$ cat src/rtl/sync_fifo_pkg.sv
// ---------------------------------------------------------------------------
// sync_fifo_pkg
// Shared constants and sizing helpers for the synchronous FIFO family.
//   FWFT_OFF / FWFT_ON : read-mode selectors for the FWFT parameter
//   ptr_w(depth)       : bits needed to address 0..depth-1 (at least 1)
//   cnt_w(depth)       : bits needed to hold an occupancy of 0..depth
// ---------------------------------------------------------------------------
package sync_fifo_pkg;

  localparam int FWFT_OFF = 0;
  localparam int FWFT_ON  = 1;

  function automatic int ptr_w(input int depth);
    return (depth > 2) ? $clog2(depth) : 1;
  endfunction

  function automatic int cnt_w(input int depth);
    return $clog2(depth) + 1;
  endfunction

endpackage

$ cat src/rtl/fifo_ram.sv
// ---------------------------------------------------------------------------
// fifo_ram
// Simple dual-port storage for the FIFO: synchronous write, asynchronous read.
// Contents are not reset; the FIFO control logic decides what is valid.
// Ports:
//   clk   : write clock
//   we    : write enable
//   waddr : write address (0..DEPTH-1)
//   wdata : write data
//   raddr : read address (0..DEPTH-1)
//   rdata : read data, combinational from raddr
// ---------------------------------------------------------------------------
module fifo_ram #(
  parameter int WIDTH = 8,
  parameter int DEPTH = 16,
  parameter int AW    = 4
) (
  input  logic             clk,
  input  logic             we,
  input  logic [AW-1:0]    waddr,
  input  logic [WIDTH-1:0] wdata,
  input  logic [AW-1:0]    raddr,
  output logic [WIDTH-1:0] rdata
);

  logic [WIDTH-1:0] mem_q [DEPTH];

  always_ff @(posedge clk) begin
    if (we) mem_q[waddr] <= wdata;
  end

  assign rdata = mem_q[raddr];

endmodule

$ cat src/rtl/param_sync_fifo.sv
// ---------------------------------------------------------------------------
// param_sync_fifo
// Single-clock FIFO with arbitrary (non power-of-two) depth, occupancy and
// threshold flags, sticky error flags, synchronous flush and a selectable
// registered-read or first-word-fall-through output.
// Ports:
//   clk          : clock, all state changes on the rising edge
//   rst          : asynchronous reset, active low
//   flush        : synchronous clear of queue contents and error flags
//   w_in/data_in : write request and data
//   r_in         : read request
//   data_out     : read data (registered in FWFT=0, head word in FWFT=1)
//   fifo_empty/fifo_full/almost_empty/almost_full : flags from count
//   count        : current occupancy 0..DEPTH
//   overflow/underflow : sticky flags for rejected writes / reads
// ---------------------------------------------------------------------------
module param_sync_fifo
  import sync_fifo_pkg::*;
#(
  parameter int WIDTH     = 8,
  parameter int DEPTH     = 16,
  parameter int AF_THRESH = DEPTH - 2,
  parameter int AE_THRESH = 2,
  parameter int FWFT      = FWFT_OFF
) (
  input  logic                   clk,
  input  logic                   rst,
  input  logic                   flush,
  input  logic                   w_in,
  input  logic [WIDTH-1:0]       data_in,
  input  logic                   r_in,
  output logic [WIDTH-1:0]       data_out,
  output logic                   fifo_empty,
  output logic                   fifo_full,
  output logic                   almost_empty,
  output logic                   almost_full,
  output logic [$clog2(DEPTH):0] count,
  output logic                   overflow,
  output logic                   underflow
);

  localparam int PW = ptr_w(DEPTH);
  localparam int CW = cnt_w(DEPTH);

  if (DEPTH < 2 || AE_THRESH >= AF_THRESH || AF_THRESH > DEPTH) begin : g_bad_params
    $error("param_sync_fifo: need DEPTH>=2 and AE_THRESH < AF_THRESH <= DEPTH");
  end

  logic [PW-1:0]    wr_ptr_q, wr_ptr_d;
  logic [PW-1:0]    rd_ptr_q, rd_ptr_d;
  logic [CW-1:0]    count_q, count_d;
  logic             ovf_q, ovf_d;
  logic             unf_q, unf_d;
  logic [WIDTH-1:0] dout_q, dout_d;
  logic             rd_acc, wr_acc, ram_we;
  logic [WIDTH-1:0] ram_rdata;

  // Explicit wrap: DEPTH need not be a power of two.
  function automatic logic [PW-1:0] next_ptr(input logic [PW-1:0] p);
    return (p == PW'(DEPTH - 1)) ? '0 : p + PW'(1);
  endfunction

  // A write into a full FIFO is still accepted when a read frees a slot
  // on the same edge.
  assign rd_acc = r_in & ~fifo_empty;
  assign wr_acc = w_in & (~fifo_full | rd_acc);
  assign ram_we = wr_acc & ~flush;

  always_comb begin
    wr_ptr_d = wr_ptr_q;
    rd_ptr_d = rd_ptr_q;
    count_d  = count_q;
    ovf_d    = ovf_q;
    unf_d    = unf_q;
    dout_d   = dout_q;
    if (flush) begin
      wr_ptr_d = '0;
      rd_ptr_d = '0;
      count_d  = '0;
      ovf_d    = 1'b0;
      unf_d    = 1'b0;
    end else begin
      if (wr_acc) wr_ptr_d = next_ptr(wr_ptr_q);
      if (rd_acc) begin
        rd_ptr_d = next_ptr(rd_ptr_q);
        dout_d   = ram_rdata;
      end
      case ({wr_acc, rd_acc})
        2'b10:   count_d = count_q + CW'(1);
        2'b01:   count_d = count_q - CW'(1);
        default: count_d = count_q;
      endcase
      if (w_in && !wr_acc) ovf_d = 1'b1;
      if (r_in && !rd_acc) unf_d = 1'b1;
    end
  end

  always_ff @(posedge clk or negedge rst) begin
    if (!rst) begin
      wr_ptr_q <= '0;
      rd_ptr_q <= '0;
      count_q  <= '0;
      ovf_q    <= 1'b0;
      unf_q    <= 1'b0;
      dout_q   <= '0;
    end else begin
      wr_ptr_q <= wr_ptr_d;
      rd_ptr_q <= rd_ptr_d;
      count_q  <= count_d;
      ovf_q    <= ovf_d;
      unf_q    <= unf_d;
      dout_q   <= dout_d;
    end
  end

  fifo_ram #(
    .WIDTH (WIDTH),
    .DEPTH (DEPTH),
    .AW    (PW)
  ) u_ram (
    .clk   (clk),
    .we    (ram_we),
    .waddr (wr_ptr_q),
    .wdata (data_in),
    .raddr (rd_ptr_q),
    .rdata (ram_rdata)
  );

  assign fifo_empty   = (count_q == '0);
  assign fifo_full    = (count_q == CW'(DEPTH));
  assign almost_full  = (count_q >= CW'(AF_THRESH));
  assign almost_empty = (count_q <= CW'(AE_THRESH));
  assign count        = count_q;
  assign overflow     = ovf_q;
  assign underflow    = unf_q;

  // FWFT shows the head word straight from the RAM; zero while empty.
  assign data_out = (FWFT == FWFT_ON) ? (fifo_empty ? '0 : ram_rdata) : dout_q;

endmodule

$ cat config.mk
export PLATFORM = sky130hd
export DESIGN_NAME = param_sync_fifo
export DESIGN_NICKNAME = d
export VERILOG_FILES = /design/src/rtl/sync_fifo_pkg.sv /design/src/rtl/fifo_ram.sv /design/src/rtl/param_sync_fifo.sv
export SDC_FILE = /design/constraint.sdc
export NUM_CORES = 1
export LEC_CHECK = 0
export BUFFER_PORTS_ARGS = -buffer_cell sky130_fd_sc_hd__buf_2
export CAP_MARGIN = 20
export CORE_ASPECT_RATIO = 0.5
export CORE_MARGIN = 8
export CORE_UTILIZATION = 61
export CTS_BUF_LIST = sky130_fd_sc_hd__clkbuf_16
export DETAILED_ROUTE_END_ITERATION = 8
export GPL_TIMING_DRIVEN = 0
export PLACE_DENSITY = 0.82
export SETUP_SLACK_MARGIN = 0.4
export SLEW_MARGIN = 10
export SYNTH_ARGS = -nofsm -noshare
export SYNTH_HDL_FRONTEND = slang
export SYNTH_SLANG_ARGS = --single-unit
$ cat constraint.sdc
create_clock -name clk -period 3 [get_ports clk]
set_input_delay 0.15 -clock clk [delete_from_list [all_inputs] [get_ports clk]]
set_output_delay 0.15 -clock clk [all_outputs]
set_load 0.01 [all_outputs]
# Word-level counts from Yosys, hierarchy flattened
# Memories as Yosys holds them, arrays and structs flattened. A register that Yosys moved wholly into a read port is not among the register bits.
# Index checks and enable logic that the tools add are counted.
# word_totals
reg_bits,15
ramBits,128
in_bits,13
output_inout_bits,19
mem_count,1
# op_classes
n_addsub,4
n_lt_le_gt_ge,2
eq_ne,5
mux,14
n_bitwise,7
reduce_logical,12
# memory_table
memory,depth,width,rd,rd_ports_with_merged_regs,wr,line_no,text
u_ram.mem_q,16,8,1,1,1,fifo_ram.sv:26,logic [WIDTH-1:0] mem_q [DEPTH];
# op_table
op,n
$mux 4,6
$pmux 5 s2,1
$add 4x1->4 const B,2
$eq 4x4->1 const B,2
$reduce_bool 2->1,4
$mux 1,6
$add 5x1->5 const B,1
$eq 5x5->1 const B,1
$ge 5x4->1 const B,1
$le 5x2->1 const B,1
$logic_not 5->1,1
$mux 5,1
$sub 5x1->5 const B,1
$and 1x1->1,3
$logic_not 1->1,3
$not 1->1,3
$reduce_bool 3->1,1
$eq 2x1->1 const B,1
$eq 2x2->1 const B,1
$logic_and 1x1->1,2
$reduce_and 2->1,1
$or 1x1->1,1

# Depth between registers and ports, before layout
# Gate-level depths: netlist of run 1.
# depth
word_depth,9
mapped_depth,10
depth_no_buf,9

# By module
# From an unflattened synthesis of run 1, not the netlist that was laid out.
# unflattened
cells_unflattened,345
area_unflattened_um2,6272.3
# modules_own_cells
module,instances,cells_each,area_each_um2,seq_area_each_um2
fifo_ram,1,221,4987.3,3843.7
param_sync_fifo,1,124,1285.0,575.6

# Worst setup path before layout of run 1
# OpenSTA, ideal clock, no wires.
# synth_path
path_type,register to register
startpoint,"register count_q[1], in the netlist count[1]"
endpoint,"register count_q[4], in the netlist count[4]"
t_arrival_ns,2.621
setup_slack_ns,0.297
stages_incl_launch_ff,11
path_buffers,1
cell_sequence,dfrtp_1 -> or4_1 -> buf_4 -> o21ai_4 -> nand2b_1 -> inv_1 -> ha_1 -> nand2b_1 -> a21oi_1 -> mux2_2 -> a31oi_1
# synth_between
elab_chain_cells,8
word_cells_on_any_way,14
cone_classes,2 x add/sub; 3 x eq/ne; 2 x mux; 5 x bitwise; 2 x reduce/logical
# synth_rtl
item,line_no,text
from (decl),param_sync_fifo.sv:51,"logic [CW-1:0] count_q, count_d;"
from (signal assigned),param_sync_fifo.sv:109,count_q <= count_d;
$logic_not 5->1,param_sync_fifo.sv:129,assign fifo_empty = (count_q == '0);
$not 1->1,param_sync_fifo.sv:65,assign rd_acc = r_in & ~fifo_empty;
$and 1x1->1,param_sync_fifo.sv:65,
$or 1x1->1,param_sync_fifo.sv:66,assign wr_acc = w_in & (~fifo_full | rd_acc);
$and 1x1->1,param_sync_fifo.sv:66,
$eq 2x1->1 / $eq 2x2->1 (equally long branches),param_sync_fifo.sv:88,"case ({wr_acc, rd_acc})"
$pmux 5 s2,param_sync_fifo.sv:88,
$mux 5,param_sync_fifo.sv:76,if (flush) begin
# Several ways; a longest one is shown, not always the timed one.
# A chain may end at the register's enable or synchronous reset.

# Worst setup path in the final report of run 1
# Ends and elaborated chain as after synthesis.

==> results of run 1 <==
-- through the flow --
stage / hold slack (ns) / total power, mW / setup WS [ns]
global route: 0.0616 / 6.01 / 0.325
CTS: 0.0522 / 5.66 / 0.359
detailed placement: 0.167 / 3.39 / 0.151
floorplan: -0.146 / 3.07 / 0.410
finish: 0.0444 / 5.83 / 0.382
global placement: 0.150 / 3.32 / 0.112
-- power breakdown --
group | switching, mW | internal, mW
logic | 0.572 | 0.491
registers | 0.105 | 2.38
clock network | 0.932 | 1.35
-- worst paths after layout --
path,from,end
setup reg to reg,count[1],count[4]
hold / removal,flush,count[4]
max in group asynchronous,rst,count[3]
min in group asynchronous,rst,count[0]
setup / recovery,count[1],count[4]
hold reg to reg,underflow,underflow
-- sequential cells by signal (all words and copies together), names as in the netlist --
| signal | cells |
|---|---|
| wr_ptr_q | 4 |
| data_out | 8 |
| overflow | 1 |
| rd_ptr_q | 4 |
| u_ram.mem_q | 128 |
| underflow | 1 |
| count | 5 |
-- Yosys cell counts (3+ instances only) --
| master | instances |
|---|---|
| sky130_fd_sc_hd__buf_2 | 9 |
| sky130_fd_sc_hd__mux2_4 | 3 |
| sky130_fd_sc_hd__a21oi_1 | 16 |
| sky130_fd_sc_hd__nand2b_1 | 6 |
| sky130_fd_sc_hd__ha_1 | 8 |
| sky130_fd_sc_hd__nor3_1 | 4 |
| sky130_fd_sc_hd__mux2i_1 | 5 |
| sky130_fd_sc_hd__inv_1 | 11 |
| sky130_fd_sc_hd__o22ai_1 | 16 |
| sky130_fd_sc_hd__dfrtp_1 | 23 |
| sky130_fd_sc_hd__buf_1 | 3 |
| sky130_fd_sc_hd__nor2_1 | 27 |
| sky130_fd_sc_hd__edfxtp_1 | 128 |
| sky130_fd_sc_hd__or4_1 | 3 |
| sky130_fd_sc_hd__o21ai_0 | 3 |
| sky130_fd_sc_hd__mux2_2 | 9 |
| sky130_fd_sc_hd__nand2_1 | 14 |
| sky130_fd_sc_hd__a31oi_1 | 3 |
| sky130_fd_sc_hd__mux4_2 | 30 |
-- layer usage --
| layer | vias up | routed length, um |
|---|---|---|
| met2 | 212 | 6920 |
| met3 | 54 | 1110 |
| met5 | - | 0 |
| li1 | 1536 | - |
| met4 | 0 | 554 |
| met1 | 1900 | 6200 |
-- timing repair --
action | 4_1_cts | 5_1_grt
hold buffers | 1 | 0
endpoints found under the hold margin | 23 | 0
setup endpoints to repair | 39 | 104
pin swaps | 2 | 6
gates resized for setup | 2 | 21
buffers inserted | 4 | 8
-- worst max-delay path, stage by stage, from the launching register on --
cell	delay, ns
sky130_fd_sc_hd__dfrtp_2	0.46
sky130_fd_sc_hd__or4_4	0.57
sky130_fd_sc_hd__buf_8	0.15
sky130_fd_sc_hd__o21ai_4	0.12
sky130_fd_sc_hd__nand2b_4	0.16
sky130_fd_sc_hd__inv_4	0.06
sky130_fd_sc_hd__ha_4	0.29
sky130_fd_sc_hd__nand2b_4	0.06
sky130_fd_sc_hd__a21oi_4	0.18
sky130_fd_sc_hd__buf_6	0.12
sky130_fd_sc_hd__mux2i_1	0.21
sky130_fd_sc_hd__a31oi_2	0.11
-- cell families after synthesis --
| kind of cell | after synthesis |
|---|---|
| compound gates | 51 |
| xor+xnor | 4 |
| fa+ha+maj | 9 |
| buf+inv | 30 |
| flops | 151 |
| mux | 49 |
| simple gates | 61 |
-- layout make-up --
cell class                 instances  area [sq um]  area share
tap                              140           175      0.0234
buffer                            19           129      0.0172
sequential                       151          4420       0.590
multi-input combinational        174          1840       0.246
clock buffer                      17           425      0.0567
timing repair buffer              43           254      0.0339
inverter                          11          43.8     0.00584
clock inverter                    15           208      0.0277
==> flow_summary.toml, run 1 <==
[run_status]
status = "complete, no violations"

[sta]
final_max_slew_viol_count = 0
timing_worst_slew_pin_value_ns = 0.992
fmaxAchievable_ghz = 0.382
timing.slew.headroom = 0.335
period_share = 0.873
fin_worst_skew_ns = 0.0142
setup-violations-final = 0
grt_setup_unrepaired = "true"
final_hold_viol_count = 0
fin_crit_ns = 2.62
fin_setup_tns_ns = 0

[yosys]
ys_warn_count = 0
synth_compound_gate_area_share = 0.0553
syn_inst = 355
async_flop_share = 0.152
syn_nets = 377
syn_avg_cell_area_sq_um = 17.7
post_synth_instance_area_sq_mm = 0.00629
ys_seq_elements = 151
synth_mux_area_frac = 0.147
synth-seq-area-share = 0.702
post_synth_xor_area_fraction = 0.00557
netlist_top_cells_area = "sky130_fd_sc_hd__edfxtp_1 61%, sky130_fd_sc_hd__mux4_2 11%, sky130_fd_sc_hd__dfrtp_1 9.1%"
post_synth_edffs = 128
ys_dominant_reg_cell = "sky130_fd_sc_hd__edfxtp_1"
synthAdderAreaFrac = 0.0191
synth_cell_types = 42
synth_simple_gate_area_share = 0.0453
synth_top_family_by_area = "multiplexers"
synth_top_area_cell = "sky130_fd_sc_hd__edfxtp_1"
yosys.area.top_type_share = 0.611

[die]
core.rowCount = 26
ioPinCount = 32
core_area_sq_mm = 0.0101
die_height_um = 87.8
die_area_sq_mm = 0.0140
dieWidth_um = 160
floorplan.initialDensity = 0.622

[min_path]
hold_class = "in2reg"
hold_path_depth = 2

[setup_path]
critical_path.endpoint_type = "register"
ff2ff_setup_slack_ns = 0.38
worst-r2r-cell-count = 11
critical_path_data_required_time_ns = 3.30
crit_type = "reg2reg"
timing.critical_path.from_type = "register"
cp_data_arrival_time_ns = 2.92
worstPathMaxFanout = 7

[drt]
routed_wl_um = 14800
post_drt_via_cell_ratio = 6.49
drt.antenna.violating_nets = 0
remaining_drc_errors = 0
dr_wl_cell_um = 25.9
drt-initial-drc-count = 375
vias = 3702
detail_route.first_pass.iterations = 5

[final_layout]
fin_util = 0.741
most_common_library_cell_in_the_layout_ignoring_fill_and_taps = "sky130_fd_sc_hd__edfxtp_1"
layout.cells.most_common_list = "128 x sky130_fd_sc_hd__edfxtp_1, 39 x sky130_fd_sc_hd__buf_2, 30 x sky130_fd_sc_hd__mux4_2"
fraction_of_final_layout_cells_with_drive_strength_greater_than_1 = 0.374
fill_cells = 551
finish.cell_count_without_fillers = 570
final_area_sq_mm = 0.00750
nets = 439
areaGrowthSynthToFinish_pct = 19.1
n_antenna_cell = 0

[place]
hpwlAfterDp_um = 8610
dp.cells = 525
placement.cell_area_sq_mm = 0.00666
gpl.final_weighted_congestion = 0.790
place.port_buffers = 28

[grt]
grt_pass1_vias = 3698
global_route.usage.met3 = 0.0539
grt_busiest_layer = "met2"
grtUsageMet2 = 0.354
grt_antenna_before_repair = 0
grt_first_pass_wirelength_um = 22100
grt_util_all_layers = 0.218
globalRouteMet1Util = 0.271
globalRouteOverflowTotal = 0
grt_max_degree = 24

[power_and_ir_drop]
maximum_vdd_drop_mv = 0.413
powerDensity_mw_per_mm2 = 777
cellLeakagePower_nw = 2.60

[clock_network]
cts_num_sinks = 151
tritoncts = "done"
clock_tree.buffer_depth = 2
clkSlewWorstSetupHoldPaths_ns = 0.07
cts.root.buffer_cell = "sky130_fd_sc_hd__clkbuf_16"
htree_num_levels = 4
numCtsBuffers = 17
clk_latency_ns = 0.43

[flow_run]
max_cap_viol_count = 0
Power figures use the tool's default switching activity.
==> run 2, diff against run 1 <==
- BUFFER_PORTS_ARGS: -buffer_cell sky130_fd_sc_hd__buf_2 -> -buffer_cell sky130_fd_sc_hd__buf_4
- CORE_ASPECT_RATIO: 0.5 -> not set
==> flow_summary.toml, run 2 (same netlist as run 1, synthesis figures left out) <==
[grt]
grt_antenna_before_repair = 0
globalRouteOverflowTotal = 0
grt_max_degree = 24
grt_first_pass_wirelength_um = 20500
grt_pass1_vias = 3582
grt_util_all_layers = 0.199

[final_layout]
nets = 435
areaGrowthSynthToFinish_pct = 18.5
fin_util = 0.732
n_antenna_cell = 0
most_common_library_cell_in_the_layout_ignoring_fill_and_taps = "sky130_fd_sc_hd__edfxtp_1"
layout.cells.most_common_list = "128 x sky130_fd_sc_hd__edfxtp_1, 38 x sky130_fd_sc_hd__buf_4, 30 x sky130_fd_sc_hd__mux4_2"
fraction_of_final_layout_cells_with_drive_strength_greater_than_1 = 0.352
flip_flop_count_of_the_largest_register_all_copies_and_words_added = 128
registers.top_by_ff_count = "u_ram.mem_q"

[clock_network]
clk_latency_ns = 0.42
cts_num_sinks = 151
cts.root.buffer_cell = "sky130_fd_sc_hd__clkbuf_16"
numCtsBuffers = 17
tritoncts = "done"
clock_tree.buffer_depth = 2
htree_num_levels = 4
clkSlewWorstSetupHoldPaths_ns = 0.06

[sta]
fmaxAchievable_ghz = 0.384
final_max_slew_viol_count = 0
timing_worst_slew_pin_value_ns = 0.953
final_hold_viol_count = 0
fin_crit_ns = 2.61
fin_worst_skew_ns = 0.00895
fin_setup_tns_ns = 0
grt_setup_unrepaired = "true"
timing.slew.headroom = 0.362
period_share = 0.869
setup-violations-final = 0

[die]
die_height_um = 118
die_area_sq_mm = 0.0138
dieWidth_um = 118
core.rowCount = 37
ioPinCount = 32
floorplan.initialDensity = 0.618
core_area_sq_mm = 0.0102

[power_and_ir_drop]
maximum_vdd_drop_mv = 0.519
cellLeakagePower_nw = 2.58
powerDensity_mw_per_mm2 = 760

[setup_path]
cp_data_arrival_time_ns = 2.65
crit_path_max_incr_delay_ns = 0.77
crit_buf_inv = 0
timing.critical_path.from_type = "register"
worst_path_cell_trace = "nor4_2 > a311oi_1 > nand2_1 > nor2_1"
timing.critical_path.max_delay_family = "simple AND/OR/NAND/NOR gates"
worstPathMaxFanout = 8
crit_path_top_delay_cell = "sky130_fd_sc_hd__nor2_1"
critical_path.endpoint_type = "register"
critical_path_data_required_time_ns = 3.04
crit_type = "reg2reg"

[drt]
routed_wl_um = 13500
dr_wl_cell_um = 24.1
post_drt_via_cell_ratio = 6.37
drt.antenna.violating_nets = 0
drt-initial-drc-count = 460
detail_route.first_pass.iterations = 5
vias = 3578
remaining_drc_errors = 0

[run_status]
status = "complete, no violations"

[min_path]
hold_class = "in2reg"

[place]
hpwlAfterDp_um = 8120
place.port_buffers = 28
gpl.final_weighted_congestion = 0.828

[flow_run]
max_cap_viol_count = 0
run 2: changes by cell type in the layout (fill, tap and decap cells not counted), moves of 2 or more:
cell | previous run | this run
sky130_fd_sc_hd__clkinv_4 | 1 | 3
sky130_fd_sc_hd__buf_2 | 39 | 10
sky130_fd_sc_hd__clkinv_2 | 0 | 4
sky130_fd_sc_hd__nor2_1 | 19 | 21
sky130_fd_sc_hd__nor2_2 | 8 | 6
sky130_fd_sc_hd__inv_8 | 3 | 0
sky130_fd_sc_hd__inv_6 | 5 | 0
sky130_fd_sc_hd__clkinv_1 | 0 | 2
sky130_fd_sc_hd__buf_4 | 12 | 38
run 2: path summary, 6_finish.rpt:
| kind | end | slack (ns) | cells after the start | from |
|---|---|---|---|---|
| max in group asynchronous | count[3] | 2.58 | 2 | rst |
| hold / removal | u_ram.mem_q[13][2] | 0.03 | 1 | data_in[2] |
| setup / recovery | u_ram.mem_q[10][0] | 0.39 | 4 | count[2] |
| min in group asynchronous | count[2] | 0.16 | 2 | rst |
| hold reg to reg | overflow | 0.51 | 2 | overflow |
| setup reg to reg | u_ram.mem_q[10][0] | 0.39 | 4 | count[2] |
run 2: cell type report:
type | count | area, sq um
inverters | 11 | 43.8
fillers | 610 | 2730
repair buffers | 39 | 293
clock inverters | 15 | 163
well taps | 136 | 170
clock buffers | 17 | 425
flip-flops and latches | 151 | 4420
multi-input cells | 174 | 1820
plain buffers | 19 | 125
run 2: report_power, final:
part | internal, mW | switching [mW]
combinational | 0.513 | 0.531
sequential | 2.39 | 0.123
clock | 1.29 | 0.821
total | 4.19 | 1.48
run 2: what timing repair did:
| action | 4_1_cts | 5_1_grt |
|---|---|---|
| setup buffers | 2 | 7 |
| gates resized for setup | 1 | 15 |
| endpoints found under the hold margin | 23 | 0 |
| endpoints found under the setup margin | 10 | 119 |
| hold buffers | 1 | 0 |
| pin swaps | 2 | 5 |
| cloned | 0 | 0 |
run 2: layer usage:
layer / wire length [um] / global-route usage / share of wire / vias up
met5: 0 / 0 / 0 / -
met4: 327 / 0.0689 / 0.024 / 0
met3: 1100 / 0.0662 / 0.081 / 38
met2: 6630 / 0.313 / 0.49 / 189
met1: 5470 / 0.256 / 0.40 / 1832
li1: - / - / - / 1519
run 2: metrics by stage:
stage	power [mW]	cells	instance area [sq um]	setup WS [ns]	hold slack, ns
floorplan	3.07	355	6320	0.410	-0.146
CTS	5.55	555	7340	0.398	0.0204
global placement	3.40	519	6710	0.0842	0.0608
global route	5.86	562	7460	0.237	0.0300
finish	5.67	562	7460	0.393	0.0294
detailed placement	3.44	520	6730	0.212	0.0671
==> run 3, diff against run 2 <==
- BUFFER_PORTS_ARGS: -buffer_cell sky130_fd_sc_hd__buf_4 -> not set
- CORE_UTILIZATION: 61 -> 63
- DONT_BUFFER_PORTS: not set -> 1
==> flow_summary.toml, run 3 (same netlist as run 1, synthesis figures left out) <==
[run_status]
status = "complete, no violations"

[clock_network]
cts_num_sinks = 151
clock_tree.buffer_depth = 2
tritoncts = "done"
htree_num_levels = 4
clkSlewWorstSetupHoldPaths_ns = 0.06
cts.root.buffer_cell = "sky130_fd_sc_hd__clkbuf_16"
numCtsBuffers = 17
clk_latency_ns = 0.42

[drt]
route.layer.met1.wl_um = 5330
remaining_drc_errors = 0
dr_wl_cell_um = 25.4
top_signal_layer_used = "met4"
routed_wl_um = 13700
vias = 3491
drt.antenna.violating_nets = 0
drt-initial-drc-count = 428
routed-wl-met2_um = 6930
post_drt_via_cell_ratio = 6.49
route.met3.wl_um = 1170
detail_route.first_pass.iterations = 5

[final_layout]
n_antenna_cell = 0
areaGrowthSynthToFinish_pct = 18.4
layout.cells.most_common_list = "128 x sky130_fd_sc_hd__edfxtp_1, 30 x sky130_fd_sc_hd__mux4_2, 20 x sky130_fd_sc_hd__dfrtp_1"
final_area_sq_mm = 0.00746
registers.top_by_ff_count = "u_ram.mem_q"
most_common_library_cell_in_the_layout_ignoring_fill_and_taps = "sky130_fd_sc_hd__edfxtp_1"
nets = 415
flip_flop_count_of_the_largest_register_all_copies_and_words_added = 128
fill_cells = 540
fraction_of_final_layout_cells_with_drive_strength_greater_than_1 = 0.323

[min_path]
hold_path_depth = 2
hold_class = "in2reg"

[setup_path]
ff2ff_setup_slack_ns = 0.29
timing.critical_path.max_delay_family = "simple AND/OR/NAND/NOR gates"
crit_buf_inv = 1
critical_path.endpoint_type = "register"
timing.critical_path.from_type = "register"
cp_num_cells = 4
crit_path_max_incr_delay_ns = 0.71
cp_data_arrival_time_ns = 2.75
critical_path_data_required_time_ns = 3.04
worstPathMaxFanout = 10
worst_path_cell_trace = "buf_2 > a311oi_1 > nand2_1 > nor3_2"
crit_path_top_delay_cell = "sky130_fd_sc_hd__nor3_2"
worst-r2r-cell-count = 4
crit_type = "reg2reg"

[flow_run]
max_cap_viol_count = 0

[sta]
fmaxAchievable_ghz = 0.369
final_hold_viol_count = 0
grt_setup_unrepaired = "true"
timing.slew.headroom = 0.389
timing_worst_slew_pin_value_ns = 0.893
final_max_slew_viol_count = 0
period_share = 0.904
fin_crit_ns = 2.71
fin_worst_skew_ns = 0.00561
fin_setup_tns_ns = 0
fin_worst_hold_slack_ns = 0.0539
setup-violations-final = 0

[place]
hpwlAfterDp_um = 8170
placement.cell_area_sq_mm = 0.00651
gpl.final_weighted_congestion = 0.881
place.port_buffers = 0

[die]
dieWidth_um = 116
core.rowCount = 36
floorplan.initialDensity = 0.647
die_area_sq_mm = 0.0134
ioPinCount = 32
core_area_sq_mm = 0.00973
die_height_um = 116

[power_and_ir_drop]
cellLeakagePower_nw = 2.50
maximum_vdd_drop_mv = 0.473
powerDensity_mw_per_mm2 = 759
total_power_mw = 5.66

[grt]
grt_pass1_vias = 3568
grt_util_all_layers = 0.214
grt_max_degree = 24
globalRouteOverflowTotal = 0
grt_antenna_before_repair = 0
grt_first_pass_wirelength_um = 20400
run 3: cell count changes in the layout (fill, tap and decap cells not counted), sizes merged:
cell,previous run,this run
buf,55,27
dlygate4sd3,1,9
clkinv,9,3
inv,12,16
bufinv,3,4
run 3: worst reg2reg max path, delay by kind of cell (launching register included):
family	cells	cell delay [ns]
AOI/OAI and AO/OA	1	0.67
DFF	1	0.44
and+or+nand+nor	2	0.99
buffers and inverters	1	0.23
run 3: cell type report:
cell class,instances,area [sq um],area share
multi-input cells,174,1890,0.254
plain buffers,19,129,0.0173
repair buffers,19,179,0.0240
clock buffers,17,425,0.0571
flip-flops and latches,151,4420,0.593
clock inverters,14,199,0.0267
well taps,133,166,0.0223
inverters,11,43.8,0.00587
run 3: where the power goes:
part	total, mW	switching (mW)	internal, mW
clock network	2.23	0.836	1.40
logic	0.867	0.476	0.392
registers	2.56	0.176	2.39
run 3: what timing repair did:
item / in CTS / in global routing
resized for setup: 4 / 28
hold buffers: 10 / 0
pin swaps: 2 / 8
setup endpoints to repair: 55 / 98
setup buffers: 2 / 6
endpoints found under the hold margin: 151 / 0
run 3: layer usage:
| metal | vias to the layer above | track usage |
|---|---|---|
| li1 | 1490 | - |
| met1 | 1800 | 0.258 |
| met2 | 179 | 0.343 |
| met5 | - | 0 |
| met4 | 0 | 0.0830 |
| met3 | 22 | 0.0818 |
run 3: worst paths after layout:
path | to | startpoint
setup reg to reg | u_ram.mem_q[0][3] | count[4]
setup / recovery | u_ram.mem_q[0][3] | count[4]
hold reg to reg | overflow | overflow
max in group asynchronous | count[1] | rst
hold / removal | count[4] | flush
min in group asynchronous | rd_ptr_q[1] | rst
run 3: metrics by stage:
step | utilization | setup slack [ns] | cells
after floorplan | - | 0.410 | 355
after global placement | 0.667 | -0.0190 | 488
after detailed placement | 0.669 | 0.183 | 489
after CTS | 0.748 | 0.307 | 532
after global routing | 0.766 | 0.0965 | 538
final | 0.766 | 0.287 | 538
